==> config.mk <==
export PLATFORM = sky130hd
export DESIGN_NAME = fetch_unit
export DESIGN_NICKNAME = d
export VERILOG_FILES = /design/src/rtl/fetch_unit.sv
export SDC_FILE = /design/constraint.sdc
export NUM_CORES = 1
export LEC_CHECK = 0
export ABC_CLOCK_PERIOD_IN_PS = 2700
export CAP_MARGIN = 20
export CORE_MARGIN = 2
export CORE_UTILIZATION = 40
export DETAILED_ROUTE_END_ITERATION = 16
export GPL_ROUTABILITY_DRIVEN = 0
export PLACE_DENSITY = 0.81
export SLEW_MARGIN = 10
export SYNTH_ARGS = -nofsm -noshare
export SYNTH_HDL_FRONTEND = slang
export SYNTH_SLANG_ARGS = --single-unit
==> constraint.sdc <==
create_clock -name clk -period 2.7 [get_ports clk]
set_input_delay 0.54 -clock clk [delete_from_list [all_inputs] [get_ports clk]]
set_output_delay 0.54 -clock clk [all_outputs]
set_load 0.005 [all_outputs]
==> src/rtl/fetch_unit.sv <==
// ---------------------------------------------------------------------------
// fetch_unit
//
// Instruction fetch front end for a simple in-order core. A four-state FSM
// walks IDLE -> FETCH -> ISSUE: it requests the word at pc from instruction
// memory, waits for the response, holds it for decode, then steps pc either
// sequentially or to a redirect target. A misaligned redirect target latches
// a sticky fault and parks the unit in HALT until reset.
//
// Parameters
//   RESET_PC     PC value loaded on reset
//
// Ports
//   clk          system clock, all state updates on the rising edge
//   rst          synchronous active-high reset, overrides every other input
//   imem_req     instruction-memory read request (FETCH only)
//   imem_addr    instruction-memory byte address (always pc)
//   imem_ready   imem_rdata is valid this cycle
//   imem_rdata   fetched instruction word
//   stall        downstream not ready, hold the issued instruction
//   redirect     take target instead of pc+4
//   target       redirect destination address
//   pc           address of the instruction currently held
//   pc_plus4     pc + 4, for link-register writeback
//   instr        held instruction word
//   instr_valid  instr/pc valid for decode this cycle (ISSUE only)
//   opcode       instr[6:0]
//   fun3         instr[14:12]
//   fun7         instr[30]
//   misaligned   sticky misaligned-target fault flag
//   instret      count of issued instructions
// ---------------------------------------------------------------------------
module fetch_unit #(
  parameter logic [31:0] RESET_PC = 32'h0000_0000
) (
  input  logic        clk,
  input  logic        rst,
  output logic        imem_req,
  output logic [31:0] imem_addr,
  input  logic        imem_ready,
  input  logic [31:0] imem_rdata,
  input  logic        stall,
  input  logic        redirect,
  input  logic [31:0] target,
  output logic [31:0] pc,
  output logic [31:0] pc_plus4,
  output logic [31:0] instr,
  output logic        instr_valid,
  output logic [6:0]  opcode,
  output logic [2:0]  fun3,
  output logic        fun7,
  output logic        misaligned,
  output logic [31:0] instret
);

  typedef enum logic [1:0] {
    IDLE  = 2'd0,
    FETCH = 2'd1,
    ISSUE = 2'd2,
    HALT  = 2'd3
  } state_t;

  state_t      state;
  state_t      state_next;
  logic [31:0] pc_r;
  logic [31:0] pc_next;
  logic [31:0] instr_r;
  logic [31:0] instr_next;
  logic [31:0] instret_r;
  logic [31:0] instret_next;
  logic        mis_r;
  logic        mis_next;
  logic [31:0] seq_pc;
  logic        tgt_aligned;

  // Sequential successor; plain 32-bit add wraps naturally at the top.
  assign seq_pc      = pc_r + 32'd4;
  assign tgt_aligned = (target[1:0] == 2'b00);

  // State register. Reset clears everything, including a response that
  // arrives in the same cycle as rst.
  always_ff @(posedge clk) begin
    if (rst) begin
      state     <= IDLE;
      pc_r      <= RESET_PC;
      instr_r   <= 32'h0000_0000;
      instret_r <= 32'h0000_0000;
      mis_r     <= 1'b0;
    end else begin
      state     <= state_next;
      pc_r      <= pc_next;
      instr_r   <= instr_next;
      instret_r <= instret_next;
      mis_r     <= mis_next;
    end
  end

  // Next-state logic. Everything holds unless a state explicitly updates it,
  // so stall/redirect are naturally ignored outside ISSUE and the memory
  // response outside FETCH.
  always_comb begin
    state_next   = state;
    pc_next      = pc_r;
    instr_next   = instr_r;
    instret_next = instret_r;
    mis_next     = mis_r;
    case (state)
      IDLE: begin
        state_next = FETCH;
      end
      FETCH: begin
        if (imem_ready) begin
          instr_next = imem_rdata;
          state_next = ISSUE;
        end
      end
      ISSUE: begin
        if (!stall) begin
          if (!redirect) begin
            pc_next      = seq_pc;
            instret_next = instret_r + 32'd1;
            state_next   = FETCH;
          end else if (tgt_aligned) begin
            pc_next      = target;
            instret_next = instret_r + 32'd1;
            state_next   = FETCH;
          end else begin
            // Faulting redirect does not retire: pc and instret stay put so
            // the offending instruction can be identified afterwards.
            mis_next   = 1'b1;
            state_next = HALT;
          end
        end
      end
      HALT: begin
        state_next = HALT;
      end
      default: begin
        state_next = IDLE;
      end
    endcase
  end

  assign imem_req    = (state == FETCH);
  assign imem_addr   = pc_r;
  assign instr_valid = (state == ISSUE);
  assign pc          = pc_r;
  assign pc_plus4    = seq_pc;
  assign instr       = instr_r;
  assign opcode      = instr_r[6:0];
  assign fun3        = instr_r[14:12];
  assign fun7        = instr_r[30];
  assign misaligned  = mis_r;
  assign instret     = instret_r;

endmodule

# After elaboration in Yosys (flattened, before gate mapping)
# Index checks and enable logic that the tools add are counted.
classes:
  add_sub_neg: 2
  eq_ne: 6
  n_mux: 9
  bitwise_logic: 2
  n_reduce_logical: 6
op_table:
  columns: ["operator", "count"]
  rows:
  - ["$mux W32", 4]
  - ["$add A32 B1 Y32 const B", 1]
  - ["$add A32 B3 Y32 const B", 1]
  - ["$mux W2", 4]
  - ["$pmux W2 S4", 1]
  - ["$eq A2 B2 Y1 const B", 2]
  - ["$logic_not A2 Y1", 2]
  - ["$ne A2 B1 Y1 const B", 2]
  - ["$reduce_and A2 Y1", 2]
  - ["$reduce_and A4 Y1", 1]
  - ["$reduce_and A3 Y1", 1]
  - ["$eq A2 B1 Y1 const B", 1]
  - ["$ne A2 B2 Y1 const B", 1]
  - ["$not A1 Y1", 2]
word_totals:
  regBits: 99
  wordCells: 30

# Logic depth before layout (Yosys ltp)
depth:
  depth_word: 5
  depth_mapped: 7
  depth_no_buf: 6

# Worst setup path after synthesis
# Ideal clock, no wire load.
synth_path:
  path_kind: "reg2out"
  start: "reg pc_r[5] (netlist: imem_addr[5])"
  end: "out pc_plus4[28]"
  arrival_time_ns: 1.812
  slack_ns: 0.348
  path_stages_with_launch: 7
  path_buffers: 1
  cell_sequence: "dfxtp_1 -> buf_2 -> nand3_1 -> or4_1 -> nor3_1 -> nand2_1 -> xnor2_1"
synth_between:
  elab_chain_len: 1
synth_rtl:
  columns: ["element", "line", "text"]
  rows:
  - ["start, declared", "65", "logic [31:0] pc_r;"]
  - ["start signal, assigned", "91", "pc_r <= pc_next;"]
  - ["$add A32 B3 Y32", "77", "assign seq_pc = pc_r + 32'd4;"]
  - ["end, declared", "46", "output logic [31:0] pc_plus4,"]
# Every way passes these cells.

# Worst setup path after layout
layout_path:
  start: "reg pc_r[3] (netlist: imem_addr[3])"
  end: "out pc_plus4[12]"
# The elaborated chain is that of the path after synthesis.

==> results.md <==
- Status: completed
- Sequential area share after synthesis: just under 40%
- CTS Hold Bufs: 0
- DP Wirelength: ~12 mm
- Post-route ant nets: 0
- Count of input and output buffers: 242
- Starting density of the core: between 40% and 50%
- Slew Viols, Final: 0
- Die area: between 0.01 and 0.015 mm²
- Synth warn: 0
- Crit path DAT: 2.09 ns
- CTS tree: built
- Setup violators final: 0
- # IOs: between 200 and 250
- Setup crit start kind: flop
- P_leak: 3.25 nW
- Final Hold Viols: 0
- GR Overflow Total: 0
- Tightest slew margin relative to the limit: between 50% and 60%
- Power Dens Cells: approximately 370 mW/mm²
- TritonCTS Sinks: just under 100
- Hold WS: roughly 0.45 ns
- Vias post-DR: ~5,600
- 1st-iter DRT viols: 468
- Post-synthesis cell area: ~0.005 mm²
- Critical path class: flop to primary output
- Largest net degree at the start of global routing: 40
- F_max: around 380 MHz
- Die height: 117 µm
- Period utilisation layout: ~100%
- Slew @ Worst Pin: 0.645 ns
- Syn avg cell area: around 8.0 µm²
- Yosys top cell area share: between 30% and 40%
- Drt pass-1 iters: 5
- Synth top area cells: dfxtp_1 (39%), nand2_1 (7.2%), buf_4 (6.6%), a21oi_1 (6.2%), xnor2_1 (4.7%)
- Number of buffers created by CTS: 9
- Crit path max fanout: 5
- Final wirelength: 17.7 mm
- Async S/R FF share, synth: 0%
- Cell taking the most area after synthesis: dfxtp_1
- Worst vdd ir: 0.241 mV
- Crit path capture type: primary output
- FP Rows: 41
- Synth Flop Type: dfxtp_1
- Cell Count, Final, Fillers Out: 1,055
- Clk root buf: clkbuf_16
- WL per Instance: ~17 µm
- Antenna cells: 0
- Clock latency on the worst-skew pair: approximately 0.35 ns
- Setup TNS: 0 ns
- Tmin final: ~2.6 ns
- Hold/Removal Path Class: flop to flop
- # H-tree levels: 3
- Proportion of layout cells with a drive suffix above 1: roughly 17%
- Worst Skew: between 0.007 and 0.008 ns
- Vias in the first global route: a little over 5,000
- Number of synthesized flops with an enable pin: 0
- Register bit total from synthesis: 99
- Die Wd: 117 µm
- Post-route DRC: 0
- GRT Resource Usage Total: about a quarter
- Critical path required time: ~2.2 ns
- Core Region: 0.0125 mm²
- Antenna violations before repair: 0
- CTS clock-pin slew for the worst setup and hold paths: 0.07 ns
- Clock tree buffer depth: 2
- Syn nets: around 710
- Post-synthesis cell type count: 50
- Cells after Synth: around 640
- Post-DR vias/cell: 5.31
- Area growth syn-to-layout: 63.9%
- Maxcap violations: 0
- Dpl cells: just over 1,000
- Fin nets: 950
- First-pass GRT wire length: 26.5 mm
synth_stat cells, drive strengths merged, types with 2 or more instances:
master and instances:
nor3b 5, a22oi 7, or3 7, nor3 13
ha 2, xnor2 27, nand2 98, nor4 15
nand4 20, xor2 19, a221oi 2, buf 50
and4 4, dfxtp 99, a21oi 63, nor2b 2
a31oi 9, o2bb2ai 14, and2 4, or2 2
nor2 43, clkbuf 33, nand3 29, and3 17
inv 7, or4 7, a2111oi 2, o31ai 6
o21ai 15
cell usage in the layout (no fill, tap or decap), types with 5 or more instances in the layout:
| master | n |
|---|---|
| xnor2_2 | 9 |
| a31oi_1 | 9 |
| nand4_1 | 19 |
| xnor2_1 | 18 |
| nand3_1 | 25 |
| a21oi_1 | 63 |
| o2bb2ai_1 | 14 |
| o31ai_1 | 6 |
| dlymetal6s2s_1 | 6 |
| clkdlybuf4s50_1 | 220 |
| o21ai_0 | 15 |
| and3_1 | 14 |
| nor2_1 | 41 |
| nor3b_1 | 5 |
| dfxtp_2 | 9 |
| a22oi_1 | 7 |
| nand2_1 | 96 |
| nor4_1 | 7 |
| inv_1 | 7 |
| xor2_1 | 16 |
| dlygate4sd2_1 | 8 |
| nor3_1 | 8 |
| buf_6 | 6 |
| or3_1 | 7 |
| dfxtp_1 | 89 |
| or4_1 | 6 |
| buf_4 | 68 |
| clkbuf_2 | 6 |
| clkbuf_16 | 9 |
registers in the layout, summed over array words and instances (netlist names):
name	count
imem_addr	32
instr	32
instret	32
state	2
misaligned	1
where the power goes:
part | internal [W] | switching, W
registers | 0.00149 | 0.0000221
logic | 0.000200 | 0.000138
clock network | 0.000669 | 0.000570
total | 0.00236 | 0.000730
cells by family after synthesis:
group,synth area share (%)
xor gates and xnor gates,7.93
DFF,39.0
adders and majority gates,0.492
and+or+nand+nor,27.4
AOI/OAI and AO/OA,15.1
buffers and inverters,10.1
metal layers:
layer  wire [µm]  track usage (%)
met3        1240             4.57
met2        8680             40.7
met5           0                0
met1        7460             32.4
met4         350             9.96
worst paths after layout:
kind              cells past startpoint                        to                      start  slack (ns)
setup reg to reg                      5  instret[29]$_SDFFE_PP0P_    instret[3]$_SDFFE_PP0P_        0.52
hold / removal                        2    instr[11]$_SDFFE_PP0P_     instr[11]$_SDFFE_PP0P_        0.45
setup / recovery                      6              pc_plus4[12]  imem_addr[3]$_SDFFE_PP0P_        0.07
hold reg to reg                       2    instr[11]$_SDFFE_PP0P_     instr[11]$_SDFFE_PP0P_        0.45
per-stage QoR:
| step | worst slack (ns) | power (W) | cell area (µm²) | utilization (%) |
|---|---|---|---|---|
| after floorplan | 0.348 | 0.00166 | 5080 | - |
| after global placement | 0.0886 | 0.00187 | 7650 | 61.1 |
| after detailed placement | 0.0190 | 0.00188 | 7650 | 61.1 |
| after CTS | -0.183 | 0.00310 | 8180 | 65.4 |
| after global routing | -0.0301 | 0.00320 | 8330 | 66.5 |
| final | 0.0685 | 0.00309 | 8330 | 66.5 |
worst max-delay path, stage by stage, from the launching register on:
cell and delay, ns:
dfxtp_2 0.39, ha_4 0.16, nand2_4 0.10, nor3_4 0.18, and3_4 0.22, xor2_2 0.17, clkdlybuf4s50_1 0.52
final cells by class:
type | count | area [µm²]
fillers | 1039 | 4190
flip-flops and latches | 99 | 2000
inverters | 7 | 26.3
well taps | 172 | 215
multi-input cells | 446 | 2830
clock inverters | 4 | 26.3
repair buffers | 316 | 2980
clock buffers | 11 | 253
timing repair:
item	CTS	global route
gates resized for setup	51	41
buffers inserted	14	6
gates cloned	0	0
setup endpoints to repair	23	19
pin swaps	15	13
Power figures use the tool's default switching activity.
